===== config.mk =====
export PLATFORM = sky130hd
export DESIGN_NAME = seq_det_prog
export DESIGN_NICKNAME = d
export VERILOG_FILES = /design/src/rtl/seq_det_pkg.sv /design/src/rtl/seq_match_cnt.sv /design/src/rtl/seq_det_prog.sv
export SDC_FILE = /design/constraint.sdc
export NUM_CORES = 1
export LEC_CHECK = 0
export CORE_MARGIN = 2
export CORE_UTILIZATION = 53
export DETAILED_ROUTE_END_ITERATION = 7
export GPL_TIMING_DRIVEN = 0
export PLACE_DENSITY = 0.85
export SLEW_MARGIN = 20
export SYNTH_ARGS = -nofsm -noshare
export SYNTH_HDL_FRONTEND = slang
export SYNTH_HIERARCHICAL = 1
export SYNTH_SLANG_ARGS = --single-unit

===== constraint.sdc =====
create_clock -name clk -period 3.9 [get_ports clk]
set_input_delay 0.585 -clock clk [delete_from_list [all_inputs] [get_ports clk]]
set_output_delay 0.585 -clock clk [all_outputs]
set_load 0.05 [all_outputs]

===== src/rtl/seq_det_pkg.sv =====
// Shared constants and helpers for the programmable serial sequence detector.
// Latency: n/a (package only).
// Backpressure: n/a.
//
// Contents: default configuration constants, pattern-length width calculation,
// and a length -> LSB-aligned bit-mask helper.
package seq_det_pkg;

   localparam int unsigned PKG_MAX_LEN     = 8;
   localparam int unsigned PKG_CNT_W       = 16;
   localparam logic [31:0] PKG_DEF_PATTERN = 32'h0000_000B;
   localparam int unsigned PKG_DEF_LEN     = 4;
   localparam bit          PKG_DEF_OVERLAP = 1'b1;

   // Widest mask the helper can produce; callers truncate to their pattern width.
   localparam int unsigned MASK_W = 32;

   // Bits needed to hold a length in 0..max_len.
   function automatic int unsigned calc_len_w(input int unsigned max_len);
      return $clog2(max_len + 1);
   endfunction

   // Mask with the low 'len' bits set.
   function automatic logic [MASK_W-1:0] len_mask(input int unsigned len);
      logic [MASK_W-1:0] m;
      m = '0;
      for (int unsigned i = 0; i < MASK_W; i++) begin
         m[i] = (i < len);
      end
      return m;
   endfunction

endpackage


===== src/rtl/seq_match_cnt.sv =====
// Saturating match counter with clear; clear and increment together yield 1.
// Latency: count updates on the clock edge after i_inc/i_clr are presented.
// Backpressure: none; i_inc is a single-cycle pulse, never stalled.
//
// Ports: clk/rst (sync, active-high), i_clr clear request, i_inc increment
// request, o_cnt current count (holds at all-ones).
module seq_match_cnt #(
   parameter int unsigned CNT_W = 16
) (
   input  logic             clk,
   input  logic             rst,
   input  logic             i_clr,
   input  logic             i_inc,
   output logic [CNT_W-1:0] o_cnt
);

   logic [CNT_W-1:0] r_cnt;

   always_ff @(posedge clk) begin
      if (rst) begin
         r_cnt <= '0;
      end else if (i_clr) begin
         // A match landing on the clear cycle is counted, not lost.
         r_cnt <= i_inc ? CNT_W'(1) : '0;
      end else if (i_inc && (r_cnt != '1)) begin
         r_cnt <= r_cnt + CNT_W'(1);
      end
   end

   assign o_cnt = r_cnt;

endmodule


===== src/rtl/seq_det_prog.sv =====
// Runtime-programmable serial sequence detector (Mealy match, registered pulse).
// Latency: o_dout pulses one cycle after the completing bit is presented.
// Backpressure: none; i_din_valid low simply holds state (gaps do not break a sequence).
//
// Ports: clk/rst (sync, active-high); i_cfg_load latches i_cfg_pattern (bit[len-1]
// received first), i_cfg_len, i_cfg_overlap; i_din_valid/i_din serial input;
// i_cnt_clr clears o_match_cnt; o_dout match pulse; o_match_cnt saturating count;
// o_cfg_err flags an invalid active length (detector disabled until a good load).
module seq_det_prog
   import seq_det_pkg::*;
#(
   parameter int unsigned          MAX_LEN     = PKG_MAX_LEN,
   parameter int unsigned          CNT_W       = PKG_CNT_W,
   parameter logic [MAX_LEN-1:0]   DEF_PATTERN = MAX_LEN'(PKG_DEF_PATTERN),
   parameter int unsigned          DEF_LEN     = PKG_DEF_LEN,
   parameter bit                   DEF_OVERLAP = PKG_DEF_OVERLAP,
   localparam int unsigned         LEN_W       = calc_len_w(MAX_LEN)
) (
   input  logic               clk,
   input  logic               rst,
   input  logic               i_cfg_load,
   input  logic [MAX_LEN-1:0] i_cfg_pattern,
   input  logic [LEN_W-1:0]   i_cfg_len,
   input  logic               i_cfg_overlap,
   input  logic               i_din_valid,
   input  logic               i_din,
   input  logic               i_cnt_clr,
   output logic               o_dout,
   output logic [CNT_W-1:0]   o_match_cnt,
   output logic               o_cfg_err
);

   logic [MAX_LEN-1:0] r_pattern;
   logic [LEN_W-1:0]   r_len;
   logic               r_overlap;
   logic               r_cfg_err;
   // Only MAX_LEN-1 past bits are needed: the current bit completes the window.
   logic [MAX_LEN-2:0] r_hist;
   // Fresh bits available toward a match, capped at r_len (IDLE=0, FILLING, ARMED=len).
   logic [LEN_W-1:0]   r_fill;
   logic               r_dout;

   logic [MAX_LEN-1:0] w_window;
   logic [MAX_LEN-1:0] w_mask;
   logic [LEN_W:0]     w_fill_inc;
   logic [LEN_W-1:0]   w_fill_next;
   logic               w_armed;
   logic               w_accept;
   logic               w_match;
   logic               w_len_bad;

   assign w_window    = {r_hist, i_din};
   assign w_mask      = MAX_LEN'(len_mask(32'(r_len)));
   assign w_fill_inc  = {1'b0, r_fill} + (LEN_W + 1)'(1);
   // The current bit counts toward the window, hence fill+1 against len.
   assign w_armed     = (w_fill_inc >= {1'b0, r_len});
   assign w_fill_next = (w_fill_inc > {1'b0, r_len}) ? r_len : w_fill_inc[LEN_W-1:0];
   assign w_accept    = i_din_valid & ~i_cfg_load;
   assign w_match     = w_accept & ~r_cfg_err & w_armed &
                        (((w_window ^ r_pattern) & w_mask) == '0);
   assign w_len_bad   = (i_cfg_len == '0) || (i_cfg_len > LEN_W'(MAX_LEN));

   always_ff @(posedge clk) begin
      if (rst) begin
         r_pattern <= DEF_PATTERN;
         r_len     <= LEN_W'(DEF_LEN);
         r_overlap <= DEF_OVERLAP;
         r_cfg_err <= 1'b0;
         r_hist    <= '0;
         r_fill    <= '0;
         r_dout    <= 1'b0;
      end else if (i_cfg_load) begin
         // New configuration starts from empty history so no old bits can match.
         r_pattern <= i_cfg_pattern;
         r_len     <= i_cfg_len;
         r_overlap <= i_cfg_overlap;
         r_cfg_err <= w_len_bad;
         r_hist    <= '0;
         r_fill    <= '0;
         r_dout    <= 1'b0;
      end else begin
         r_dout <= w_match;
         if (w_accept) begin
            r_hist <= w_window[MAX_LEN-2:0];
            // Non-overlapping: a match consumes its bits, the next needs len fresh ones.
            r_fill <= (w_match && !r_overlap) ? '0 : w_fill_next;
         end
      end
   end

   seq_match_cnt #(
      .CNT_W (CNT_W)
   ) u_match_cnt (
      .clk   (clk),
      .rst   (rst),
      .i_clr (i_cnt_clr),
      .i_inc (w_match),
      .o_cnt (o_match_cnt)
   );

   assign o_dout    = r_dout;
   assign o_cfg_err = r_cfg_err;

endmodule


# ---- Word level (Yosys, flattened, before mapping)
# Cells that the tools add are included.
dict set report word_totals {
  regBits 42
  out_inout_bits 18
  n_memories 0
  mem_bits_ro 0
  latch_bits 0
  input_bits 19
  ramBits 0
  elab_cells 43
}
dict set report classes {
  n_mux 5
  n_div 0
  addsub 2
  bitwise_logic 8
  reduce_logical 8
  n_mul 0
  shifts 0
  n_lt_le_gt_ge 11
  eq_ne 1
}
# op n
set ops {}
lappend ops {{$mux 16} 2}
lappend ops {{$add 16x1->16 const B} 1}
lappend ops {{$lt 3x4->1 const A} 4}
lappend ops {{$ne 16x16->1 const B} 1}
lappend ops {{$and 8x8->8} 1}
lappend ops {{$logic_not 8->1} 1}
lappend ops {{$lt 1x4->1 const A} 2}
lappend ops {{$lt 2x4->1 const A} 2}
lappend ops {{$mux 4} 2}
lappend ops {{$xor 8x8->8} 1}
lappend ops {{$add 4x1->5 const B} 1}
lappend ops {{$ge 5x4->1} 1}
lappend ops {{$gt 5x4->1} 1}
lappend ops {{$and 1x1->1} 4}
lappend ops {{$gt 4x4->1 const B} 1}
lappend ops {{$logic_not 4->1} 1}
lappend ops {{$logic_and 1x1->1} 2}
lappend ops {{$not 1->1} 2}
lappend ops {{$reduce_bool 2->1} 1}
lappend ops {{$reduce_or 2->1} 1}
lappend ops {{$logic_not 1->1} 1}
lappend ops {{$logic_or 1x1->1} 1}
lappend ops {{$mux 1} 1}

# ---- Logic depth before layout (Yosys ltp)
dict set report depth {
  ltp_word 8
  depth_mapped 13
  depth_no_buf 12
}

# ---- Cells and area by module
# The synthesis kept the hierarchy.
# mod seq_area_each_um2 area_per_inst_um2 cells_per_inst instances
set modules_own_cells {}
lappend modules_own_cells {seq_det_prog 520.5 1335.0 136 1}
lappend modules_own_cells {seq_match_cnt 320.3 840.8 99 1}

# ---- Worst setup path after synthesis
# Ideal clock, no wire load.
dict set report synth_timing {
  kind {register to register}
  start {reg r_fill[0]}
  end {reg u_match_cnt.r_cnt[15] (netlist: u_match_cnt/o_cnt[15])}
  period_less_slack_ns 2.899
  path_stages_with_launch 14
  t_arrival_ns 2.828
  required_time_ns 3.829
  setup_time_ns 0.071
  n_path_buf 1
  path_slack_ns 1.001
  cell_sequence {dfxtp_1 -> ha_1 -> xor2_1 -> ha_1 -> a21o_1 -> a211oi_1 -> o21ai_1 -> o2111ai_2 -> inv_1 -> nand3_1 -> or3_1 -> clkbuf_1 -> or4_1 -> a21oi_1}
}
dict set report synth_via {
  elab_chain_cells 6
}
# element line_no
set synth_lines {}
lappend synth_lines {{from (decl)} seq_det_prog.sv:40} ;# logic [LEN_W-1:0] r_fill;
lappend synth_lines {{from (signal assigned)} seq_det_prog.sv:86} ;# r_fill <= (w_match && !r_overlap) ? '0 : w_fill_next;
lappend synth_lines {{$add 4x1->5} seq_det_prog.sv:54} ;# assign w_fill_inc = {1'b0, r_fill} + (LEN_W + 1)'(1);
lappend synth_lines {{$ge 5x4->1} seq_det_prog.sv:56} ;# assign w_armed = (w_fill_inc >= {1'b0, r_len});
lappend synth_lines {{$and 1x1->1 (2 in series)} seq_det_prog.sv:59} ;# assign w_match = w_accept & ~r_cfg_err & w_armed &
lappend synth_lines {{named net w_match} seq_det_prog.sv:49} ;# logic w_match;
lappend synth_lines {{$logic_and 1x1->1} seq_match_cnt.sv:25} ;# end else if (i_inc && (r_cnt != '1)) begin
lappend synth_lines {{$reduce_bool 2->1 (no line)} -}
lappend synth_lines {{to (signal assigned)} seq_match_cnt.sv:24} ;# r_cnt <= i_inc ? CNT_W'(1) : '0;
lappend synth_lines {{to (signal assigned)} seq_match_cnt.sv:26} ;# r_cnt <= r_cnt + CNT_W'(1);
lappend synth_lines {{to (decl)} seq_match_cnt.sv:17} ;# logic [CNT_W-1:0] r_cnt;
# The timed path passes the listed nets, and every way through them passes these cells.
# A chain may end at the register's enable or synchronous reset.

# ---- Final worst setup path
dict set report layout_timing {
  start {reg r_fill[0]}
  end {reg u_match_cnt.r_cnt[9] (netlist: u_match_cnt/o_cnt[9])}
}
# Same word-level chain as after synthesis.

==> results.sh <==
export IMPL_grt_overflow=0
export IMPL_clock_sink_count=42
export IMPL_setup_viol=0
export IMPL_initial_core_util_pct=54.8
export IMPL_synth_area_leaders="dfxtp_1, mux2i_1, nor2_1, xnor2_1, ha_1"
export IMPL_worst_slew_pin_slew_ns=0.722
export IMPL_routed_via_density=5.72
export IMPL_grt_use_met3_pct=4.44
export IMPL_numCtsBuffers=5
export IMPL_netlist_area_leader_share_pct=38.6
export IMPL_drc=0
export IMPL_finalCritPeriodShare_pct=84.1
export IMPL_critPathMaxFanout=8
export IMPL_cp_start_kind="flip-flop"
export IMPL_arrival_ns=3.50
export IMPL_placed_area_um2=2580
export IMPL_place_port_buffers=34
export IMPL_ios=37
export IMPL_synth_area_per_cell_um2=9.26
export IMPL_period_minus_slack_ns=3.28
export IMPL_crit_slowest_cell="or4_1"
export IMPL_path_class="flip-flop to flip-flop"
export IMPL_finClkSkew_ns=0.00496
export IMPL_grt_pass1_wl_um=7120
export IMPL_critical_path_max_stage_delay_ns=0.43
export IMPL_clk_latency_ns=0.29
export IMPL_status="completed"
export IMPL_path_clk_slew_ns=0.08
export IMPL_fmax_ghz=0.305
export IMPL_finalHoldViolations=0
export IMPL_dp_hpwl_um=3370
export IMPL_hp_class="flip-flop to flip-flop"
export IMPL_grt_antenna_before_repair=0
export IMPL_cts_root_buf="clkbuf_8"
export IMPL_fin_ws_ns=0.621
export IMPL_fillCellCount=313
export IMPL_finalInstanceArea_um2=2670
export IMPL_core_um2=3970
export IMPL_syn_instance_count=235
export IMPL_fp_row_count=23
export IMPL_wl_per_cell_um=13.5
export IMPL_area_growth_pct=22.7
export IMPL_multiInputGateArea_um2=1240
export IMPL_cap_violations=0
export IMPL_cp_cell_sequence="ha_1 -> xor2_1 -> ha_1 -> a21o_1 -> a211oi_1 -> o21ai_1 -> o2111ai_2 -> inv_1 -> nand3_1 -> or3_1 -> clkbuf_1 -> or4_1 -> a21oi_1"
export IMPL_cts_resized=0
export IMPL_dieArea_um2=4630
export IMPL_fin_util_pct=67.2
export IMPL_power_density_nw_per_um2=313
export IMPL_antenna_cells=0
export IMPL_postRouteAntennaNets=0
export IMPL_slew_limit_headroom_pct=51.4
export IMPL_peakVddDrop_mv=0.247
export IMPL_end_kind="flip-flop"
export IMPL_wl_um=4430
export IMPL_path_common_cell="ha_1"
export IMPL_use_met2_pct=32.6
export IMPL_cts_tree="built"
export IMPL_setup_tns_ns=0
export IMPL_yosys_warnings=6
export IMPL_clockBufferDepth=2
export IMPL_required_ns=4.12
export IMPL_detail_route_first_pass_iterations=4
export IMPL_drive_gt1_share_pct=11.6
export IMPL_ctsHoldBuffers=0
export IMPL_grt_pass1_vias=1563
export IMPL_synth_top_area_cell="dfxtp_1"
export IMPL_slew_violations=0
export IMPL_dp_slack_ns=0.653
export IMPL_place_congestion=0.832
export IMPL_r2r_slack_ns=0.62
export IMPL_rsz0062_at_grt="no"
export IMPL_ys_seq_elements=42
export IMPL_track_usage_pct=20.7
export IMPL_synth_cell_types=50
export IMPL_synth_edf_count=0
export IMPL_p_total_w=0.000837
export IMPL_grt_use_met1_pct=28.0
export IMPL_synth_main_ff_cell="dfxtp_1"
export IMPL_nets=301
export IMPL_syn_cell_area_um2=2180
export IMPL_async_flop_share_pct=0
export IMPL_first_iter_violations=159
export IMPL_syn_num_nets=260
export IMPL_cts_setup_buffers=0
export IMPL_leakagePower_nw=1.03
export IMPL_top_usage_layer="met2"
export IMPL_grt_max_degree=13
export IMPL_final_seq_area_um2=841
export IMPL_ys_seq_area_share_pct=38.6
export IMPL_vias=1870
export IMPL_die_x_um=68.1
export IMPL_htreeDepth=2
export IMPL_dieHeight_um=68.1
==> report_power, final <==
group	switching, W	internal [W]	total (W)
Clock	0.000145	0.000143	0.000288
Sequential	0.0000105	0.000439	0.000450
Combinational	0.0000490	0.0000501	0.0000991
==> layout make-up <==
type / count / share of cell area [%]
multi-input cells: 172 / 46.3
flip-flops and latches: 42 / 31.5
repair buffers: 34 / 12.7
clock buffers: 7 / 3.23
well taps: 50 / 2.34
plain buffers: 9 / 1.97
inverters: 12 / 1.69
clock inverters: 1 / 0.187
==> routing by layer <==
layer | up-vias | wire length (µm)
met2 | 55 | 2100
met3 | 4 | 237
met4 | 0 | 47
met5 | - | 0
met1 | 870 | 2040
li1 | 941 | -
==> cell usage in the layout, fill, tap and decap left out, types with 2 or more instances in the layout <==
cell type        instances
a211oi_1                 2
a211oi_2                 2
a21oi_1                 13
buf_2                    3
clkbuf_1                 4
clkbuf_8                 6
clkdlybuf4s50_1         34
dfxtp_1                 42
ha_1                     6
inv_1                   12
mux2i_1                 23
nand2_1                 15
nand3_1                 12
nand4_1                  3
nor2_1                  23
nor3_1                   5
nor4_1                   3
o211a_1                  2
o211ai_1                 2
o21ai_0                  5
o21ai_1                  2
o21ai_2                  5
o31ai_1                  6
or2_2                    2
or3_1                    3
or4_1                    6
xnor2_1                  9
xor2_1                   2
==> stage by stage <==
| step | hold slack, ns | std cells |
|---|---|---|
| final | 0.481 | 327 |
| after global routing | 0.505 | 327 |
| after CTS | 0.483 | 327 |
| after detailed placement | 0.472 | 319 |
| after global placement | 0.472 | 319 |
| after floorplan | 0.458 | 235 |
==> final timing paths <==
kind,from,end,cells after the start
worst min register to register,r_fill[1]$_SDFFE_PP0P_,r_fill[1]$_SDFFE_PP0P_,2
worst min-delay path,r_fill[1]$_SDFFE_PP0P_,r_fill[1]$_SDFFE_PP0P_,2
worst max-delay path,r_fill[0]$_SDFFE_PP0P_,u_match_cnt/o_cnt[9]$_SDFFE_PP0P_,13
worst max register to register,r_fill[0]$_SDFFE_PP0P_,u_match_cnt/o_cnt[9]$_SDFFE_PP0P_,13
==> Yosys cell counts, types with 2 or more instances <==
cell type,instances
nor4_1,3
or3_1,3
buf_2,3
or2_2,2
xor2_1,2
nor2_1,23
dfxtp_1,42
o211a_1,2
clkbuf_1,3
a211oi_2,2
a21oi_1,13
nand4_1,3
inv_1,12
ha_1,6
a211oi_1,2
o21ai_2,5
nand2_1,15
o211ai_1,2
xnor2_1,9
nand3_1,12
o31ai_1,6
o21ai_1,2
nor3_1,5
mux2i_1,23
o21ai_0,5
or4_1,6
==> kinds of logic after synthesis <==
group	share of synthesized area, %
adder cells (fa/ha/maj)	3.45
AND/OR/NAND/NOR	21.0
multiplexers	11.1
AO/OA/AOI/OAI	16.8
buffers and inverters	4.48
flip-flops	38.6
XOR/XNOR	4.43
==> flip-flops by register name, summed over array words and instances, names as in the netlist <==
signal             cells
o_cfg_err              1
r_len                  4
o_dout                 1
r_overlap              1
r_fill                 4
u_match_cnt/o_cnt     16
r_hist                 7
r_pattern              8
==> critical path: cells and delay by family, from the launching register on <==
family                     cells  cell delay, ns
AOI/OAI and AO/OA              5            0.73
and+or+nand+nor                3            1.02
adders and majority gates      2            0.57
buffers and inverters          2            0.39
DFF                            1            0.35
xor gates and xnor gates       1            0.16
No activity file was read; power rests on OpenSTA's default activity.
